### src/rtl/muldiv_unit.sv
// muldiv_unit: iterative RV32M multiply/divide execution unit.
//
// Takes rs1/rs2 values and the M-extension funct3, computes over several cycles and
// returns a one-cycle registered write-back pulse (result/rd_out/we_out) that feeds the
// register-file write port. The core stalls while busy is high.
//
// Ports:
//   clk     in   clock, all state updates on the rising edge
//   rst_n   in   synchronous active-low reset
//   start   in   request, sampled only while idle
//   funct3  in   000 MUL, 001 MULH, 010 MULHSU, 011 MULHU,
//                100 DIV, 101 DIVU, 110 REM, 111 REMU
//   op_a    in   rs1 value
//   op_b    in   rs2 value
//   rd_in   in   destination register index
//   kill    in   pipeline flush, aborts the in-flight op
//   busy    out  op in flight
//   done    out  one-cycle completion pulse
//   result  out  result, zero unless done
//   rd_out  out  latched rd_in, zero unless done
//   we_out  out  done && rd_out != 0
//
// Build option: define MULDIV_FAST_MUL_EN to replace the 1 bit/cycle shift-add
// multiplier by a single registered 33x33 signed multiply (MUL state lasts one cycle).
// Divide behaviour is the same in both builds.

module muldiv_unit #(
  parameter int unsigned XLEN = 32
) (
  input  logic            clk,
  input  logic            rst_n,
  input  logic            start,
  input  logic [2:0]      funct3,
  input  logic [XLEN-1:0] op_a,
  input  logic [XLEN-1:0] op_b,
  input  logic [4:0]      rd_in,
  input  logic            kill,
  output logic            busy,
  output logic            done,
  output logic [XLEN-1:0] result,
  output logic [4:0]      rd_out,
  output logic            we_out
);

  localparam int unsigned CntW = $clog2(XLEN) + 1;
  localparam logic [CntW-1:0] LastCnt = CntW'(XLEN - 1);
  localparam logic [XLEN-1:0] MinInt  = {1'b1, {(XLEN-1){1'b0}}};
  localparam logic [XLEN-1:0] AllOnes = '1;

  typedef enum logic [1:0] {StIdle, StMul, StDiv, StFinish} state_e;

  state_e            state_q, state_d;
  logic [2:0]        f3_q, f3_d;
  logic [4:0]        rd_q, rd_d;
  // Multiplicand / divisor (fast build: raw op_a)
  logic [XLEN-1:0]   opnd_q, opnd_d;
  // Mul: {product hi, multiplier/product lo}. Div: {remainder, dividend/quotient}.
  // Special cases park the final result in the low half.
  logic [2*XLEN-1:0] acc_q, acc_d;
  logic              neg_q, neg_d;       // negate product / quotient
  logic              rneg_q, rneg_d;     // negate remainder
  logic              special_q, special_d;
  logic [CntW-1:0]   cnt_q, cnt_d;
  logic              done_q, done_d;
  logic [XLEN-1:0]   result_q, result_d;
  logic [4:0]        rd_out_q, rd_out_d;
  logic              we_q, we_d;

  // Decode of the incoming request
  logic            in_div, in_rem, in_a_signed, in_b_signed, a_neg, b_neg;
  logic [XLEN-1:0] mag_a, mag_b;

  always_comb begin
    in_div      = funct3[2];
    in_rem      = funct3[1];
    in_a_signed = in_div ? ~funct3[0] : (funct3[1:0] != 2'b11);
    in_b_signed = in_div ? ~funct3[0] : ~funct3[1];
    a_neg       = in_a_signed & op_a[XLEN-1];
    b_neg       = in_b_signed & op_b[XLEN-1];
    mag_a       = a_neg ? -op_a : op_a;
    mag_b       = b_neg ? -op_b : op_b;
  end

  // Restoring divide step on {remainder, dividend}
  logic [XLEN:0]   div_shift;
  logic            div_ge;
  logic [XLEN-1:0] div_diff, div_rem;

  always_comb begin
    div_shift = acc_q[2*XLEN-1:XLEN-1];
    div_ge    = div_shift >= {1'b0, opnd_q};
    // When div_ge holds the difference is below the divisor, so XLEN bits suffice.
    div_diff  = div_shift[XLEN-1:0] - opnd_q;
    div_rem   = div_ge ? div_diff : div_shift[XLEN-1:0];
  end

`ifdef MULDIV_FAST_MUL_EN
  // 33-bit signed operands, sign-extended to the product width; the bits above
  // 2*XLEN of the 33x33 product are never needed.
  logic              fa_signed, fb_signed;
  logic [XLEN:0]     fa, fb;
  logic [2*XLEN-1:0] fast_prod;

  always_comb begin
    fa_signed = (f3_q[1:0] != 2'b11);
    fb_signed = ~f3_q[1];
    fa        = {fa_signed & opnd_q[XLEN-1], opnd_q};
    fb        = {fb_signed & acc_q[XLEN-1], acc_q[XLEN-1:0]};
    fast_prod = $signed({{(XLEN-1){fa[XLEN]}}, fa}) * $signed({{(XLEN-1){fb[XLEN]}}, fb});
  end
`else
  // Shift-add step: conditionally add multiplicand into the high half
  logic [XLEN:0] mul_sum;

  always_comb begin
    mul_sum = {1'b0, acc_q[2*XLEN-1:XLEN]} + (acc_q[0] ? {1'b0, opnd_q} : '0);
  end
`endif

  // Sign correction and result select
  logic [2*XLEN-1:0] prod_c;
  logic [XLEN-1:0]   quo_c, rem_c, fin_res;

  always_comb begin
    prod_c = neg_q ? -acc_q : acc_q;
    quo_c  = neg_q ? -acc_q[XLEN-1:0] : acc_q[XLEN-1:0];
    rem_c  = rneg_q ? -acc_q[2*XLEN-1:XLEN] : acc_q[2*XLEN-1:XLEN];
    if (special_q) begin
      fin_res = acc_q[XLEN-1:0];
    end else if (f3_q[2]) begin
      fin_res = f3_q[1] ? rem_c : quo_c;
    end else if (f3_q[1:0] == 2'b00) begin
      fin_res = prod_c[XLEN-1:0];
    end else begin
      fin_res = prod_c[2*XLEN-1:XLEN];
    end
  end

  always_comb begin
    state_d   = state_q;
    f3_d      = f3_q;
    rd_d      = rd_q;
    opnd_d    = opnd_q;
    acc_d     = acc_q;
    neg_d     = neg_q;
    rneg_d    = rneg_q;
    special_d = special_q;
    cnt_d     = cnt_q;
    done_d    = 1'b0;
    result_d  = '0;
    rd_out_d  = '0;
    we_d      = 1'b0;

    case (state_q)
      StIdle: begin
        if (start && !kill) begin
          f3_d      = funct3;
          rd_d      = rd_in;
          cnt_d     = '0;
          special_d = 1'b0;
          neg_d     = a_neg ^ b_neg;
          rneg_d    = a_neg;
          if (in_div) begin
            if (op_b == '0) begin
              special_d = 1'b1;
              acc_d     = {{XLEN{1'b0}}, (in_rem ? op_a : AllOnes)};
              state_d   = StFinish;
            end else if (in_a_signed && op_a == MinInt && op_b == AllOnes) begin
              special_d = 1'b1;
              acc_d     = {{XLEN{1'b0}}, (in_rem ? {XLEN{1'b0}} : MinInt)};
              state_d   = StFinish;
            end else begin
              opnd_d  = mag_b;
              acc_d   = {{XLEN{1'b0}}, mag_a};
              state_d = StDiv;
            end
          end else begin
`ifdef MULDIV_FAST_MUL_EN
            opnd_d = op_a;
            acc_d  = {{XLEN{1'b0}}, op_b};
            neg_d  = 1'b0;
`else
            opnd_d = mag_a;
            acc_d  = {{XLEN{1'b0}}, mag_b};
`endif
            state_d = StMul;
          end
        end
      end

      StMul: begin
        if (kill) begin
          state_d = StIdle;
        end else begin
`ifdef MULDIV_FAST_MUL_EN
          acc_d   = fast_prod;
          state_d = StFinish;
`else
          acc_d = {mul_sum, acc_q[XLEN-1:1]};
          cnt_d = cnt_q + 1'b1;
          if (cnt_q == LastCnt) begin
            state_d = StFinish;
          end
`endif
        end
      end

      StDiv: begin
        if (kill) begin
          state_d = StIdle;
        end else begin
          acc_d = {div_rem, acc_q[XLEN-2:0], div_ge};
          cnt_d = cnt_q + 1'b1;
          if (cnt_q == LastCnt) begin
            state_d = StFinish;
          end
        end
      end

      StFinish: begin
        state_d = StIdle;
        if (!kill) begin
          done_d   = 1'b1;
          result_d = fin_res;
          rd_out_d = rd_q;
          we_d     = (rd_q != 5'd0);
        end
      end

      default: state_d = StIdle;
    endcase
  end

  always_ff @(posedge clk) begin
    if (!rst_n) begin
      state_q   <= StIdle;
      f3_q      <= '0;
      rd_q      <= '0;
      opnd_q    <= '0;
      acc_q     <= '0;
      neg_q     <= 1'b0;
      rneg_q    <= 1'b0;
      special_q <= 1'b0;
      cnt_q     <= '0;
      done_q    <= 1'b0;
      result_q  <= '0;
      rd_out_q  <= '0;
      we_q      <= 1'b0;
    end else begin
      state_q   <= state_d;
      f3_q      <= f3_d;
      rd_q      <= rd_d;
      opnd_q    <= opnd_d;
      acc_q     <= acc_d;
      neg_q     <= neg_d;
      rneg_q    <= rneg_d;
      special_q <= special_d;
      cnt_q     <= cnt_d;
      done_q    <= done_d;
      result_q  <= result_d;
      rd_out_q  <= rd_out_d;
      we_q      <= we_d;
    end
  end

  assign busy   = (state_q != StIdle);
  assign done   = done_q;
  assign result = result_q;
  assign rd_out = rd_out_q;
  assign we_out = we_q;

endmodule
### config.mk
export PLATFORM = sky130hd
export DESIGN_NAME = muldiv_unit
export DESIGN_NICKNAME = d
export VERILOG_FILES = /design/src/rtl/muldiv_unit.sv
export SDC_FILE = /design/constraint.sdc
export NUM_CORES = 1
export LEC_CHECK = 0
export BUFFER_PORTS_ARGS = -buffer_cell sky130_fd_sc_hd__buf_4
export CORE_MARGIN = 5
export CORE_UTILIZATION = 55
export DETAILED_ROUTE_END_ITERATION = 10
export PLACE_DENSITY = 0.78
export SYNTH_ARGS = -nofsm -noshare
export SYNTH_HDL_FRONTEND = slang
export SYNTH_SLANG_ARGS = --single-unit
### constraint.sdc
create_clock -name clk -period 4.7 [get_ports clk]
set_clock_uncertainty 0.2 [all_clocks]
set_input_delay 0.235 -clock clk [delete_from_list [all_inputs] [get_ports clk]]
set_output_delay 0.235 -clock clk [all_outputs]
set_load 0.05 [all_outputs]
=== After elaboration in Yosys (flattened, before gate mapping) ===
Index checks and enable logic that the tools add are counted.

* Magnitude comparators: 1
* Eq/ne operators: 14
* Multiplexer cells: 39
* Reductions and logical operators: 19
* Add/sub/neg operators: 8
* Bitwise operators: 7

{| class="wikitable"
|+ Operator list
! operator !! number
|-
| two-way mux 32 bit || 17
|-
| two-way mux 64 bit || 5
|-
| case mux 64 bit (3 select lines) || 1
|-
| negation 32 bit || 4
|-
| == test 32 bit (second input constant) || 2
|-
| negation 64 bit || 1
|-
| adder 32 x 32 -> 33 bit || 1
|-
| greater-or-equal comparator 33 x 32 -> 1 bit || 1
|-
| logical NOT 32 bit || 1
|-
| subtractor 32 bit || 1
|-
| inequality test 2 bit (second input constant) || 7
|-
| two-way mux 6 bit || 2
|-
| case mux 6 bit (2 select lines) || 1
|-
| two-way mux 1 bit || 8
|-
| two-way mux 2 bit || 4
|-
| AND reduction 4 bit || 2
|-
| adder 6 x 1 -> 6 bit (second input constant) || 1
|-
| == test 6 x 5 -> 1 bit (second input constant) || 1
|-
| case mux 2 bit (3 select lines) || 1
|-
| AND reduction 2 bit || 3
|-
| nonzero test 5 bit || 1
|-
| == test 2 bit (second input constant) || 2
|-
| logical NOT 2 bit || 2
|-
| NOT 1 bit || 4
|-
| 11 further kinds || 15
|}

* Output and inout bits: 40
* Register bits after elaboration: 154
* Bits of input ports: 76

=== Depth between registers and ports, before layout ===
* Depth in word-level cells: 9
* Gate-level depth with buffers: 15
* Gate-level depth less buffers: 13

=== Worst setup path after synthesis ===
No wires, ideal clock.

* Path type: reg-to-reg
* From: register acc_q[0]
* To: register acc_q[63]
* Path buffers: 2
* Cell stages (with the launch flop): 15
* Arrival: 3212 ps
* Required time: 4366 ps
* Setup time: 134 ps
* Path slack: 1154 ps
* Cell sequence: dfxtp_1 inv_1 buf_1 nor2_1 ha_1 clkbuf_1 a21oi_1 nand2_1 a211o_1 a311oi_1 a21oi_1 o21ai_0 a21oi_1 o31a_1 or4_1

* Longest elaborated chain between the ends: 4

{| class="wikitable"
|+ RTL lines
! item !! line !! source
|-
| start, declared || 59 || <nowiki>logic [2*XLEN-1:0] acc_q, acc_d;</nowiki>
|-
| start signal, assigned || 240 || <nowiki>acc_q <= '0;</nowiki>
|-
| start signal, assigned || 254 || <nowiki>acc_q <= acc_d;</nowiki>
|-
| two-way mux 32 bit || 116 || <nowiki>mul_sum = {1'b0, acc_q[2*XLEN-1:XLEN]} + (acc_q[0] ? {1'b0, opnd_q} : '0);</nowiki>
|-
| adder 32 x 32 -> 33 bit || 116 ||
|-
| two-way mux 64 bit || 192 || <nowiki>if (kill) begin</nowiki>
|-
| case mux 64 bit (3 select lines) || 154 || <nowiki>case (state_q)</nowiki>
|}

No other way between the ends. The select of a mux whose other input is x is not followed.
A chain may end at the register's enable or synchronous reset.

=== Worst setup path after layout ===
Same ends and word-level chain as after synthesis.

==> run summary <==
Status: completed
Drt wl/cell: 22.6 um
Setup TNS: 0 ns
Yosys top cell area share: 20.2%
Final Cycle Share: 87.5%
Most common cell after layout, fill and taps aside: a21oi_1
Critical Path RT: 4.81 ns
Die Width: 177 um
Post-CTS Setup Inserts: 0
Pwr Density: 378 mW/mm^2
Yosys warns: 0
Peak VDD IR: 0.420 mV
CTS sink count: 154
Min Clock Period, post-route: 4.11 ns
Die Span Y: 177 um
Skew-Pair Late Insertion Delay: 0.45 ns
Startpoint types: flip-flop
Final wirelength: 57.8 mm
Primary FF master, synth: dfxtp_1
WP data arrival: 4.22 ns
Cell taking the most area after synthesis: dfxtp_1
Vias in the first global route: 16,000
Net Count, Synth: 2,307
Post-Syn Area: 0.0153 sq mm
Asr flop ratio synth: 0%
Layout cells sized above 1: 10.9%
Die ar.: 0.0312 sq mm
Final design area excluding fillers: 0.0170 sq mm
DRC: 0
Worst slew pin tran: 1.16 ns
All-Layer GR Usage: 35.9%
Clock-pin slew on the worst setup and hold paths: 0.07 ns
DRC violation total after the first TritonRoute iteration: 2,640
Register area share after synthesis: 20.2%
Synth cell types: 80
PnR Total Power: 6420 uW
Starting density of the core: 55.2%
Hold crit path type: in -> reg
Seq cells post-synth: 154
Post-DRT Antenna Nets: 0
Fmax: 243 MHz
ANT cells: 0
EDFF count, synth: 0
H-tree level count: 4
Core area: 0.0276 sq mm
LEAKAGE: 0.00694 uW
Root Driver: clkbuf_16
Peak fanout along the critical path: 16
First-pass GRT wire length: 89.8 mm
Nets@finish: 2,323
Most frequent cells in the layout: a21oi_1, nand2_1, o21ai_0
Final Util: 61.5%
Largest net degree at the start of global routing: 56
Site Rows: 61
Critical path capture point type: flip-flop
Max_cap viols: 0
Vias per cell: 6.80
CTS Buf Count: 17
Final setup vio count: 0
Mapped Cells: 2,155
Gpl congestion: 1.04
Layout area overhead: 11.3%
Detailed Routing Iterations Pass 1: 8
CP Class: reg -> reg
Post-DP Area: 0.0163 sq mm
Synth area leaders: dfxtp_1, a21oi_1, ha_1
Max Buffers Root-to-Sink: 2
RSZ-0062 raised after global routing: false
HPWL after DPL: 43.8 mm
Final Hold Fails: 0
Final max-slew violation count: 0
Grt total ovfl: 0
I/O Buffers: 115
Avg Inst Size Synth: 7.08 sq um
Vias: 17,400
CTS tree: yes
# IOs: 116
Initial antenna violation count: 0
Slew headroom: 22.5%
[per-layer routing]
metal / part of all wire [%] / up-vias / track usage (%)
met5: 0 / - / 0
met4: 5.9 / 0 / 17.5
met3: 11 / 251 / 7.09
met2: 43 / 1201 / 55.7
met1: 40 / 8011 / 47.7
li1: - / 7946 / -
[final timing paths]
kind,slack (ns),end,startpoint,cells after the start
max,0.59,acc_q[63],acc_q[0],12
min,0.03,opnd_q[0],op_a[0],3
max reg2reg,0.59,acc_q[63],acc_q[0],12
min reg2reg,0.26,opnd_q[5],opnd_q[5],2
[through the flow]
stage,hold WS [ns],setup WS (ns),std cells
global route,0.0366,0.300,2561
detailed placement,0.249,0.681,2522
CTS,0.00490,0.630,2561
floorplan,0.171,1.15,2155
global placement,0.240,0.783,2522
finish,0.0270,0.588,2561
[synth_stat cells (all sizes together), types with 31 or more instances]
cell type	count
a21o	39
a211oi	31
nor2	180
xnor2	99
nand3	45
o21ai	188
clkbuf	153
dfxtp	154
xor2	86
ha	74
nand2	202
o31ai	31
inv	81
a22oi	35
o211ai	37
nor3	53
nand4	37
or3	31
a21oi	213
[logic make-up after synthesis]
group	after synthesis	synth area share (%)
buffers and inverters	259	6.63
AOI/OAI and AO/OA	764	32.2
muxes	30	2.04
xor gates and xnor gates	185	10.6
adders and majority gates	76	6.33
DFF	154	20.2
and+or+nand+nor	687	22.0
[where the power goes]
part           switching (uW)  internal, uW
Sequential                335          1450
Clock                     653           814
Combinational            2040          1120
[final cells by class]
cell class                 count  area, sq um
clock buffer                  19          443
clock inverter                12          151
fill                        2599        10600
inverter                      82          308
multi-input combinational   1742        11200
sequential                   154         3080
tap                          378          473
timing repair buffer         174         1350
[worst max-delay path, stage by stage (launching register included)]
cell,delay (ns)
dfxtp_1,0.37
inv_1,0.44
nor2_1,0.16
fa_1,0.48
a211oi_1,0.31
o21ai_0,0.17
a21oi_1,0.35
or4_1,0.23
a21oi_1,0.08
o21ai_0,0.34
a21oi_1,0.12
o31a_1,0.24
or4_1,0.47
[registers in the layout (all words and copies together) (netlist names), 2 cells and up]
| signal | flops |
|---|---|
| cnt_q | 6 |
| rd_q | 5 |
| f3_q | 3 |
| result | 32 |
| rd_out | 5 |
| state_q | 2 |
| opnd_q | 32 |
| acc_q | 64 |
[repair_timing]
action,CTS,global route
hold endpoints to repair,8,0
gates resized for setup,0,0
hold buffers,8,0
Note: power is estimated with default switching activity, not from simulation.
